**src/rtl/arp_pkg.sv**
```systemverilog
// Shared ARP field constants and decoder state encoding.
// The transmit-side encoder uses the same field constants.
package arp_pkg;

  localparam logic [15:0] ARP_HW_TYPE      = 16'h0001;
  localparam logic [15:0] ARP_PROT_TYPE    = 16'h0800;
  localparam logic [7:0]  ARP_HW_LEN       = 8'h06;
  localparam logic [7:0]  ARP_PROT_LEN     = 8'h04;
  localparam logic [15:0] ARP_OPER_REQUEST = 16'h0001;
  localparam logic [15:0] ARP_OPER_REPLY   = 16'h0002;

  localparam logic [6:0] ARP_BODY_NIBBLES = 7'd56;

  // First nibble index of each field in the body.
  localparam logic [5:0] ARP_HTYPE_IDX = 6'd0;
  localparam logic [5:0] ARP_PTYPE_IDX = 6'd4;
  localparam logic [5:0] ARP_HLEN_IDX  = 6'd8;
  localparam logic [5:0] ARP_PLEN_IDX  = 6'd10;
  localparam logic [5:0] ARP_OPER_IDX  = 6'd12;
  localparam logic [5:0] ARP_SHA_IDX   = 6'd16;
  localparam logic [5:0] ARP_SPA_IDX   = 6'd28;
  localparam logic [5:0] ARP_THA_IDX   = 6'd36;
  localparam logic [5:0] ARP_TPA_IDX   = 6'd48;
  localparam logic [5:0] ARP_LAST_IDX  = 6'(ARP_BODY_NIBBLES - 7'd1);

  typedef enum logic [1:0] {
    IDLE,
    RX,
    DONE,
    DISCARD
  } arp_state_e;

endpackage

```
**src/rtl/arp_decode_if.sv**
```systemverilog
// Nibble input stream plus parsed-result bus of the ARP body decoder.
// slave: the decoder side; master: upstream source and result consumer.
interface arp_decode_if;
  logic        ivalid;
  logic [3:0]  din;
  logic        done;
  logic        err;
  logic        is_request;
  logic        is_reply;
  logic        target_match;
  logic [47:0] sha;
  logic [31:0] spa;
  logic [47:0] tha;
  logic [31:0] tpa;

  modport slave (
    input  ivalid, din,
    output done, err, is_request, is_reply, target_match, sha, spa, tha, tpa
  );

  modport master (
    output ivalid, din,
    input  done, err, is_request, is_reply, target_match, sha, spa, tha, tpa
  );
endinterface

```
**src/rtl/arp_decode.sv**
```systemverilog
// Nibble-serial ARP body parser: validates header, captures addresses.
// Optional macro ARP_DECODE_TPA_FILTER_EN: publish only bodies whose TPA matches IP_ADDR.
module arp_decode
  import arp_pkg::*;
#(
  parameter logic [31:0] IP_ADDR = 32'h0
) (
  input  logic         clk,
  input  logic         rst,
  arp_decode_if.slave  rx
);

  arp_state_e  state_q;
  logic [5:0]  cnt_q;
  logic [3:0]  lo_nib_q;
  logic [15:0] hdr_q;
  logic [47:0] sha_w_q, tha_w_q;
  logic [31:0] spa_w_q, tpa_w_q;

  logic        done_q, err_q, is_request_q, is_reply_q, target_match_q;
  logic [47:0] sha_q, tha_q;
  logic [31:0] spa_q, tpa_q;

  logic [7:0]  rx_byte;
  logic [15:0] hdr_d;
  logic [31:0] tpa_d;
  logic        hdr_bad, tpa_match, publish;

  // Bytes arrive low nibble first, so odd indices complete a byte.
  // NOTE: every always_comb output gets a default first so no latch is inferred.
  always_comb begin
    rx_byte   = {rx.din, lo_nib_q};
    hdr_d     = {hdr_q[7:0], rx_byte};
    tpa_d     = {tpa_w_q[23:0], rx_byte};
    tpa_match = (tpa_d == IP_ADDR);
    hdr_bad   = 1'b0;
    case (cnt_q)
      ARP_HTYPE_IDX + 6'd3: hdr_bad = (hdr_d != ARP_HW_TYPE);
      ARP_PTYPE_IDX + 6'd3: hdr_bad = (hdr_d != ARP_PROT_TYPE);
      ARP_HLEN_IDX  + 6'd1: hdr_bad = (rx_byte != ARP_HW_LEN);
      ARP_PLEN_IDX  + 6'd1: hdr_bad = (rx_byte != ARP_PROT_LEN);
      ARP_OPER_IDX  + 6'd3: hdr_bad = (hdr_d != ARP_OPER_REQUEST) && (hdr_d != ARP_OPER_REPLY);
      default:              hdr_bad = 1'b0;
    endcase
`ifdef ARP_DECODE_TPA_FILTER_EN
    publish = tpa_match;
`else
    publish = 1'b1;
`endif
  end

  // NOTE: sequential state uses non-blocking assignments so all registers update together.
  always_ff @(posedge clk or posedge rst) begin
    if (rst) begin
      state_q        <= IDLE;
      cnt_q          <= '0;
      lo_nib_q       <= '0;
      hdr_q          <= '0;
      sha_w_q        <= '0;
      spa_w_q        <= '0;
      tha_w_q        <= '0;
      tpa_w_q        <= '0;
      done_q         <= 1'b0;
      err_q          <= 1'b0;
      is_request_q   <= 1'b0;
      is_reply_q     <= 1'b0;
      target_match_q <= 1'b0;
      sha_q          <= '0;
      spa_q          <= '0;
      tha_q          <= '0;
      tpa_q          <= '0;
    end else begin
      done_q <= 1'b0;
      err_q  <= 1'b0;
      case (state_q)
        IDLE: begin
          if (rx.ivalid) begin
            lo_nib_q <= rx.din;
            cnt_q    <= 6'd1;
            state_q  <= RX;
          end
        end
        RX: begin
          if (!rx.ivalid) begin
            err_q   <= 1'b1;
            cnt_q   <= '0;
            state_q <= IDLE;
          end else begin
            cnt_q <= cnt_q + 6'd1;
            if (!cnt_q[0]) begin
              lo_nib_q <= rx.din;
            end else if (cnt_q < ARP_SHA_IDX) begin
              hdr_q <= hdr_d;
            end else if (cnt_q < ARP_SPA_IDX) begin
              sha_w_q <= {sha_w_q[39:0], rx_byte};
            end else if (cnt_q < ARP_THA_IDX) begin
              spa_w_q <= {spa_w_q[23:0], rx_byte};
            end else if (cnt_q < ARP_TPA_IDX) begin
              tha_w_q <= {tha_w_q[39:0], rx_byte};
            end else begin
              tpa_w_q <= tpa_d;
            end

            if (hdr_bad) begin
              err_q   <= 1'b1;
              state_q <= DISCARD;
            end else if (cnt_q == ARP_LAST_IDX) begin
              state_q <= DONE;
              // Publish on entry to DONE so the fields are valid with the done pulse.
              if (publish) begin
                done_q         <= 1'b1;
                sha_q          <= sha_w_q;
                spa_q          <= spa_w_q;
                tha_q          <= tha_w_q;
                tpa_q          <= tpa_d;
                is_request_q   <= (hdr_q == ARP_OPER_REQUEST);
                is_reply_q     <= (hdr_q == ARP_OPER_REPLY);
                target_match_q <= tpa_match;
              end
            end
          end
        end
        DONE: begin
          cnt_q   <= '0;
          state_q <= rx.ivalid ? DISCARD : IDLE;
        end
        DISCARD: begin
          cnt_q <= '0;
          if (!rx.ivalid) state_q <= IDLE;
        end
        default: state_q <= IDLE;
      endcase
    end
  end

  assign rx.done         = done_q;
  assign rx.err          = err_q;
  assign rx.is_request   = is_request_q;
  assign rx.is_reply     = is_reply_q;
  assign rx.target_match = target_match_q;
  assign rx.sha          = sha_q;
  assign rx.spa          = spa_q;
  assign rx.tha          = tha_q;
  assign rx.tpa          = tpa_q;

endmodule

```
**src/flat_wrapper.sv**
```systemverilog
// flat-port wrapper written by rule: the top's interface ports become plain ports
module arp_decode_flat import arp_pkg::*;
#(
  parameter logic [31:0] IP_ADDR = 32'h0
)
  (clk, rst, rx_ivalid, rx_din, rx_done, rx_err, rx_is_request, rx_is_reply, rx_target_match, rx_sha, rx_spa, rx_tha, rx_tpa);
  arp_decode_if rx_i ();
  input  logic clk;
  input  logic rst;
  input wire logic [$bits(rx_i.ivalid)-1:0] rx_ivalid;
  input wire logic [$bits(rx_i.din)-1:0] rx_din;
  output wire logic [$bits(rx_i.done)-1:0] rx_done;
  output wire logic [$bits(rx_i.err)-1:0] rx_err;
  output wire logic [$bits(rx_i.is_request)-1:0] rx_is_request;
  output wire logic [$bits(rx_i.is_reply)-1:0] rx_is_reply;
  output wire logic [$bits(rx_i.target_match)-1:0] rx_target_match;
  output wire logic [$bits(rx_i.sha)-1:0] rx_sha;
  output wire logic [$bits(rx_i.spa)-1:0] rx_spa;
  output wire logic [$bits(rx_i.tha)-1:0] rx_tha;
  output wire logic [$bits(rx_i.tpa)-1:0] rx_tpa;
  assign rx_i.ivalid = rx_ivalid;
  assign rx_i.din = rx_din;
  assign rx_done = rx_i.done;
  assign rx_err = rx_i.err;
  assign rx_is_request = rx_i.is_request;
  assign rx_is_reply = rx_i.is_reply;
  assign rx_target_match = rx_i.target_match;
  assign rx_sha = rx_i.sha;
  assign rx_spa = rx_i.spa;
  assign rx_tha = rx_i.tha;
  assign rx_tpa = rx_i.tpa;
  arp_decode #(.IP_ADDR(IP_ADDR)) u_core (.clk(clk), .rst(rst), .rx(rx_i));
endmodule
```
**config.mk**
```make
export PLATFORM = sky130hd
export DESIGN_NAME = arp_decode_flat
export DESIGN_NICKNAME = d
export VERILOG_FILES = /design/src/rtl/arp_pkg.sv /design/src/rtl/arp_decode_if.sv /design/src/rtl/arp_decode.sv /design/src/flat_wrapper.sv
export SDC_FILE = /design/constraint.sdc
export NUM_CORES = 1
export LEC_CHECK = 0
export CORE_ASPECT_RATIO = 1.1
export CORE_MARGIN = 2
export CORE_UTILIZATION = 40
export CTS_CLUSTER_DIAMETER = 30
export DETAILED_ROUTE_END_ITERATION = 7
export SLEW_MARGIN = 0
export SYNTH_ARGS = -nofsm -noshare
export SYNTH_HDL_FRONTEND = slang
export SYNTH_SLANG_ARGS = --single-unit
```
**constraint.sdc**
```tcl
create_clock -name clk -period 29 [get_ports clk]
set_input_delay 2.9 -clock clk [delete_from_list [all_inputs] [get_ports clk]]
set_output_delay 2.9 -clock clk [all_outputs]
set_load 0.01 [all_outputs]
```
==> results by group, run 1 <==
Outcome
  • Status: completed

Timing
  • RSZ-0062 raised after global routing: no
  • Max-slew violation count: 0
  • Final hold violation count: 0
  • Worst slew margin: 27.07%
  • Fmax: 169.5 MHz
  • Worst Tran Pin Value: 1.094 ns
  • Hold_ws: 0.4781 ns
  • Final setup vio count: 0
  • Final worst-path cycle share: 20.34%
  • Sum Neg Setup Slack: 0 ns
  • Final Critical Period: 5.899 ns
  • Setup Skew: 0.01814 ns
  • Final worst slack: 23.10 ns

Clock network
  • Bufs on Longest Clock Path: 3
  • Post CTS Setup Buffer Count: 0
  • CTS root buf: clkbuf_16
  • # clock sinks: 345
  • Clk_lat worst skew: 0.56 ns
  • TritonCTS clock tree: done
  • CTS Buf Count: 72
  • CTS resizes: 0
  • H-tree lvl count: 3
  • Clock Pin Slew Worst Setup and Hold Paths: 0.05 ns
  • CTS Hold Buffers Added: 0

Cells and area
  • Post-layout util: 54.07%
  • Area Growth Syn to Fin: 34.14%
  • Share of layout cells above drive strength 1: 28.64%
  • Multi-input gate area: 4387 um2
  • Final Instance Count excl. Fillers: 1518
  • Register area: 8633 um2
  • Final net count: 1042
  • Antenna fix cells: 0
  • Fin area: 17850 um2
  • Fill cell count: 2774

Synth
  • Commonest cells post-synth: dfrtp_1, mux2_2, mux2_1
  • Synth async-reset ratio: 100.0%
  • Synth area leader: dfrtp_1
  • Ys flop type: dfrtp_1
  • Synth area leaders: dfrtp_1, mux2_2, mux2_1
  • Mean Syn Cell Area: 16.31 um2
  • Distinct cells, synth: 39
  • Post-synth EDFFs: 0
  • Top-count cell post-synth: dfrtp_1
  • Syn Nets: 830
  • Synthesis-stage register bit count: 345
  • Synth Warn #: 0
  • Seq/Total Area, Yosys: 64.86%
  • Synth top area share: 64.86%
  • Synthesized cell area: 13310 um2
  • Mapped Cells: 816

Detailed routing
  • Vias: 7453
  • Post-DRT Antenna Nets: 0
  • Vias per std cell: 4.910
  • 1st-iter DRT viols: 270
  • WL/cell: 17.91 um
  • DRC viols: 0
  • Initial DRT Pass Iterations: 4
  • Final WL: 27190 um

Pwr
  • Combinational power share: 2.5%
  • Overall power: 1.368 mW
  • Sw frac: 22.06%
  • Clock group share of total power: 60.1%
  • Switch Pwr: 0.3018 mW
  • LEAKAGE: 8.845 nW
  • VDD IR-drop max: 0.04444 mV
  • Internal power: 1.066 mW
  • Sequential Power Share: 37.4%
  • Power Density: 76.62 nW/um2

Setup path
  • Worst r2r dst: u_core.rx.tpa[10]
  • Worst-case reg-to-reg path depth: 7
  • Arrival time worst endpoint: 6.33 ns
  • FF-to-FF Start: u_core.lo_nib_q[1]
  • Crit Path Class: in2reg
  • Crit-path max FO: 57
  • Crit. End Element: flip-flop
  • Worst reg2reg setup slack: 25.85 ns
  • Worst setup startpoint: rx_din[1]
  • Critical path required time: 29.43 ns
  • Crit start category: primary input

Placed design
  • Port Buffer Count: 171
  • RePlAce Congestion: 0.7324
  • Pre-CTS setup slack: 22.49 ns
  • HPWL Detailed: 16540 um
  • DP Area: 15370 um2
  • Placed Cells: 1386

Floorplanning
  • Initial core utilization: 40.31%
  • Row count: 70
  • Area of the core: 33020 um2
  • Top Ports: 172
  • Full die area: 34750 um2
  • Chip height: 195.3 um
  • Die width: 177.9 um

Global route
  • Gr ovfl total: 0
  • Pin count of the biggest net entering global routing: 164
  • Number of global-route vias before repair: 7684
  • Global-route usage over all layers: 16.10%
  • First-pass GRT wire length: 43600 um
  • Initial antenna violation count: 0

Min path
  • Hold Path Origin: u_core.rx.tha[44]
  • Hold Path Sink: u_core.rx.tha[44]
  • Hold Crit Depth: 1
  • HP Class: reg2reg

Run
  • MaxCap Viol Count: 0
cells by family (layout without fill, tap and decap cells):
| kind of cell | after synthesis | after routing | share of synthesized area (%) |
|---|---|---|---|
| DFF | 345 | 345 | 64.86 |
| muxes | 336 | 336 | 28.42 |
| and+or+nand+nor | 57 | 57 | 2.350 |
| buffers and inverters | 46 | 316 | 2.406 |
| AOI/OAI and AO/OA | 21 | 21 | 1.043 |
| adders and majority gates | 7 | 7 | 0.6580 |
| xor gates and xnor gates | 4 | 4 | 0.2633 |
critical path: stages:
cell and delay, ns:
clkdlybuf4s50_1 0.65, nor4_1 0.49, and4_1 0.28, a41oi_1 0.19, nor3_4 0.25, buf_4 0.40
buf_4 0.71, mux2_1 0.39
worst max-delay path by stage:
| stage | end | slack [ns] | depth (start not counted) |
|---|---|---|---|
| after floorplan | u_core.cnt_q[0] | 16.53 | 1 |
| after global placement | u_core.rx.tpa[17] | 22.59 | 8 |
| after detailed placement | u_core.rx.tpa[18] | 22.49 | 8 |
| after CTS | u_core.rx.tpa[4] | 23.07 | 8 |
| after global routing | u_core.rx.tpa[8] | 22.93 | 8 |
| final | u_core.rx.tpa[10] | 23.10 | 8 |
routing by layer:
| metal | share of wire [%] | wire, um | global-route usage, % |
|---|---|---|---|
| met1 | 46 | 12600 | 21.94 |
| met2 | 45 | 12350 | 24.16 |
| met3 | 6.2 | 1693 | 5.121 |
| met4 | 2.0 | 547 | 5.920 |
| met5 | 0 | 0 | 0 |
flip-flops by register name, summed over array words and instances, names as in the netlist:
register,count
u_core.state_q,2
u_core.rx.tpa,32
u_core.rx.spa,32
u_core.spa_w_q,32
u_core.rx.sha,48
u_core.rx.target_match,1
u_core.sha_w_q,48
u_core.rx.is_reply,1
u_core.hdr_q,16
u_core.lo_nib_q,4
u_core.tha_w_q,48
u_core.rx.is_request,1
u_core.rx.err,1
u_core.rx.done,1
u_core.cnt_q,6
u_core.tpa_w_q,24
u_core.rx.tha,48
placed cells by master, fill, tap and decap left out, types with 8 or more instances in the layout:
master,synthesis,layout
dfrtp_1,345,345
mux2_2,176,176
clkdlybuf4s50_1,0,171
mux2_1,159,159
clkbuf_16,0,72
nor2_1,15,15
nor4_1,11,11
clkinvlp_4,0,11
clkbuf_8,0,9
clkbuf_1,8,9
bufinv_16,0,8
inv_6,0,8
clkinv_2,0,8
area by class of cell:
cell class	instances	area share, %
Timing Repair Buffer	179	9.993
Clock inverter	42	2.936
Tap cell	432	3.027
Multi-Input combinational cell	425	24.57
Clock buffer	90	10.97
Sequential cell	345	48.35
Inverter	5	0.1472
power groups by stage:
stage | Sequential [mW] | Clock [mW] | Combinational (mW)
global route | 0.513 | 0.866 | 0.0390
finish | 0.512 | 0.822 | 0.0346
CTS | 0.511 | 0.841 | 0.0357
floorplan | 0.510 | 0 | 0.0291
detailed placement | 0.519 | 0 | 0.0355
global placement | 0.519 | 0 | 0.0348
Power figures use the tool's default switching activity.
==> run 2, diff against run 1 <==
==> constraint.sdc (replaced) <==
create_clock -name clk -period 5.2 [get_ports clk]
set_input_delay 0.52 -clock clk [delete_from_list [all_inputs] [get_ports clk]]
set_output_delay 0.52 -clock clk [all_outputs]
set_load 0.01 [all_outputs]
==> run 2 against run 1 <==
Hold slack lost 0.19 ns. Non-clock buffer count is 2 higher. Final cell count about the same. Critical endpoint is now u_core.rx.sha[26]. Global-route usage is 0.14 points lower. Critical path depth shrank 1. Largest power group unchanged. Sequential cell count did not move. Critical path type unchanged. Cell area about the same. First-iteration DRC count increased by 36%. Combinational power grew to 5.7 times the previous value.
==> results by group, run 2 (same netlist as run 1, synthesis figures left out) <==
Setup path
  • Worst r2r dst: u_core.sha_w_q[30]
  • Crit Path Class: in2reg
  • Crit. End Element: flip-flop
  • Worst-case reg-to-reg path depth: 5
  • FF-to-FF Start: u_core.state_q[1]
  • Crit start category: primary input
  • Crit-path max FO: 82
  • Arrival time worst endpoint: 3.43 ns
  • Critical path required time: 5.62 ns
  • Worst reg2reg setup slack: 2.29 ns

Timing
  • Hold_ws: 0.2900 ns
  • Final setup vio count: 0
  • Worst Tran Pin Value: 1.090 ns
  • Final hold violation count: 0
  • RSZ-0062 raised after global routing: no
  • Setup Skew: 0.02542 ns
  • Worst slew margin: 27.26%
  • Final Critical Period: 3.009 ns
  • Sum Neg Setup Slack: 0 ns
  • Max-slew violation count: 0
  • Final worst-path cycle share: 57.87%
  • Fmax: 332.3 MHz

Global route
  • Number of global-route vias before repair: 7795
  • Initial antenna violation count: 0
  • First-pass GRT wire length: 43560 um
  • Global-route usage over all layers: 15.96%
  • Pin count of the biggest net entering global routing: 160
  • Gr ovfl total: 0

Detailed routing
  • DRC viols: 0
  • WL/cell: 17.70 um
  • Post-DRT Antenna Nets: 0
  • Vias: 7470
  • 1st-iter DRT viols: 368
  • Vias per std cell: 4.918
  • Final WL: 26890 um
  • Initial DRT Pass Iterations: 4

Pwr
  • Clock group share of total power: 59.7%
  • VDD IR-drop max: 0.2882 mV
  • Switch Pwr: 1.644 mW
  • Sw frac: 21.73%
  • Internal power: 5.920 mW
  • Combinational power share: 2.6%
  • Power Density: 423.3 nW/um2
  • Sequential Power Share: 37.7%
  • LEAKAGE: 8.887 nW

Clock network
  • Clock Pin Slew Worst Setup and Hold Paths: 0.05 ns
  • CTS root buf: clkbuf_16
  • CTS Hold Buffers Added: 0
  • Bufs on Longest Clock Path: 3
  • Post CTS Setup Buffer Count: 0
  • CTS Buf Count: 72
  • H-tree lvl count: 3
  • CTS resizes: 0
  • Clk_lat worst skew: 0.56 ns
  • # clock sinks: 345
  • TritonCTS clock tree: done

Floorplanning
  • Chip height: 195.3 um
  • Initial core utilization: 40.31%
  • Area of the core: 33020 um2
  • Row count: 70
  • Die width: 177.9 um
  • Top Ports: 172
  • Full die area: 34750 um2

Cells and area
  • Final Instance Count excl. Fillers: 1519
  • Area Growth Syn to Fin: 34.25%
  • Most common cell after layout, fill and taps aside: dfrtp_1
  • Antenna fix cells: 0
  • Final net count: 1044
  • Share of layout cells above drive strength 1: 28.98%
  • Most frequent cells in the layout: dfrtp_1, mux2_2, clkdlybuf4s50_1

Min path
  • HP Class: in2async

Placed design
  • RePlAce Congestion: 0.7419
  • Placed Cells: 1388
  • HPWL Detailed: 16210 um
  • Port Buffer Count: 171

Outcome
  • Status: completed

Run
  • MaxCap Viol Count: 0
-- run 2: worst max-delay path by stage --
stage	end	cells past startpoint	start	slack, ns
after floorplan	u_core.cnt_q[0]	1	rst	0.06
after global placement	u_core.rx.tpa[18]	7	rx_din[0]	1.69
after detailed placement	u_core.rx.tpa[18]	7	rx_din[0]	1.65
after CTS	u_core.rx.sha[26]	7	rx_din[0]	2.21
after global routing	u_core.rx.sha[26]	7	rx_din[0]	2.00
final	u_core.rx.sha[26]	7	rx_din[0]	2.19
-- run 2: power groups by stage --
| stage | clock network [mW] | registers [mW] | logic (mW) |
|---|---|---|---|
| 2_1_floorplan | 0 | 2.85 | 0.163 |
| 3_3_place_gp | 0 | 2.89 | 0.200 |
| 3_5_place_dp | 0 | 2.89 | 0.203 |
| 4_1_cts | 4.62 | 2.85 | 0.204 |
| 5_1_grt | 4.77 | 2.86 | 0.224 |
| 6_report | 4.52 | 2.85 | 0.196 |
-- run 2: cell type report --
class | count | area, um2
fillers | 2738 | 15150
flip-flops and latches | 345 | 8633
multi-input cells | 425 | 4387
clock buffers | 89 | 1987
repair buffers | 181 | 1837
well taps | 432 | 540.5
clock inverters | 42 | 462.9
inverters | 5 | 22.52
-- run 2: worst max-delay path, cell delays in order --
cell	delay, ns
clkdlybuf4s50_1	0.74
nor4_1	0.47
and4_1	0.27
a41oi_1	0.20
nor3_4	0.32
buf_12	0.37
mux2_1	0.39
-- run 2: per-layer routing --
metal,part of all wire (%),track usage (%),vias up
met2,46,23.93,173
met5,0,0,-
met3,6.1,5.043,53
li1,-,-,3381
met1,46,21.96,3863
met4,1.8,5.434,0
-- run 2: stage by stage --
stage	setup slack, ns	power, mW	util (%)	cell area [um2]
after global placement	1.695	3.088	46.70	15420
final	2.191	7.565	54.12	17870
after global routing	1.997	7.858	54.12	17870
after detailed placement	1.648	3.094	46.70	15420
after CTS	2.210	7.676	54.12	17870
after floorplan	0.06353	3.009	-	13310
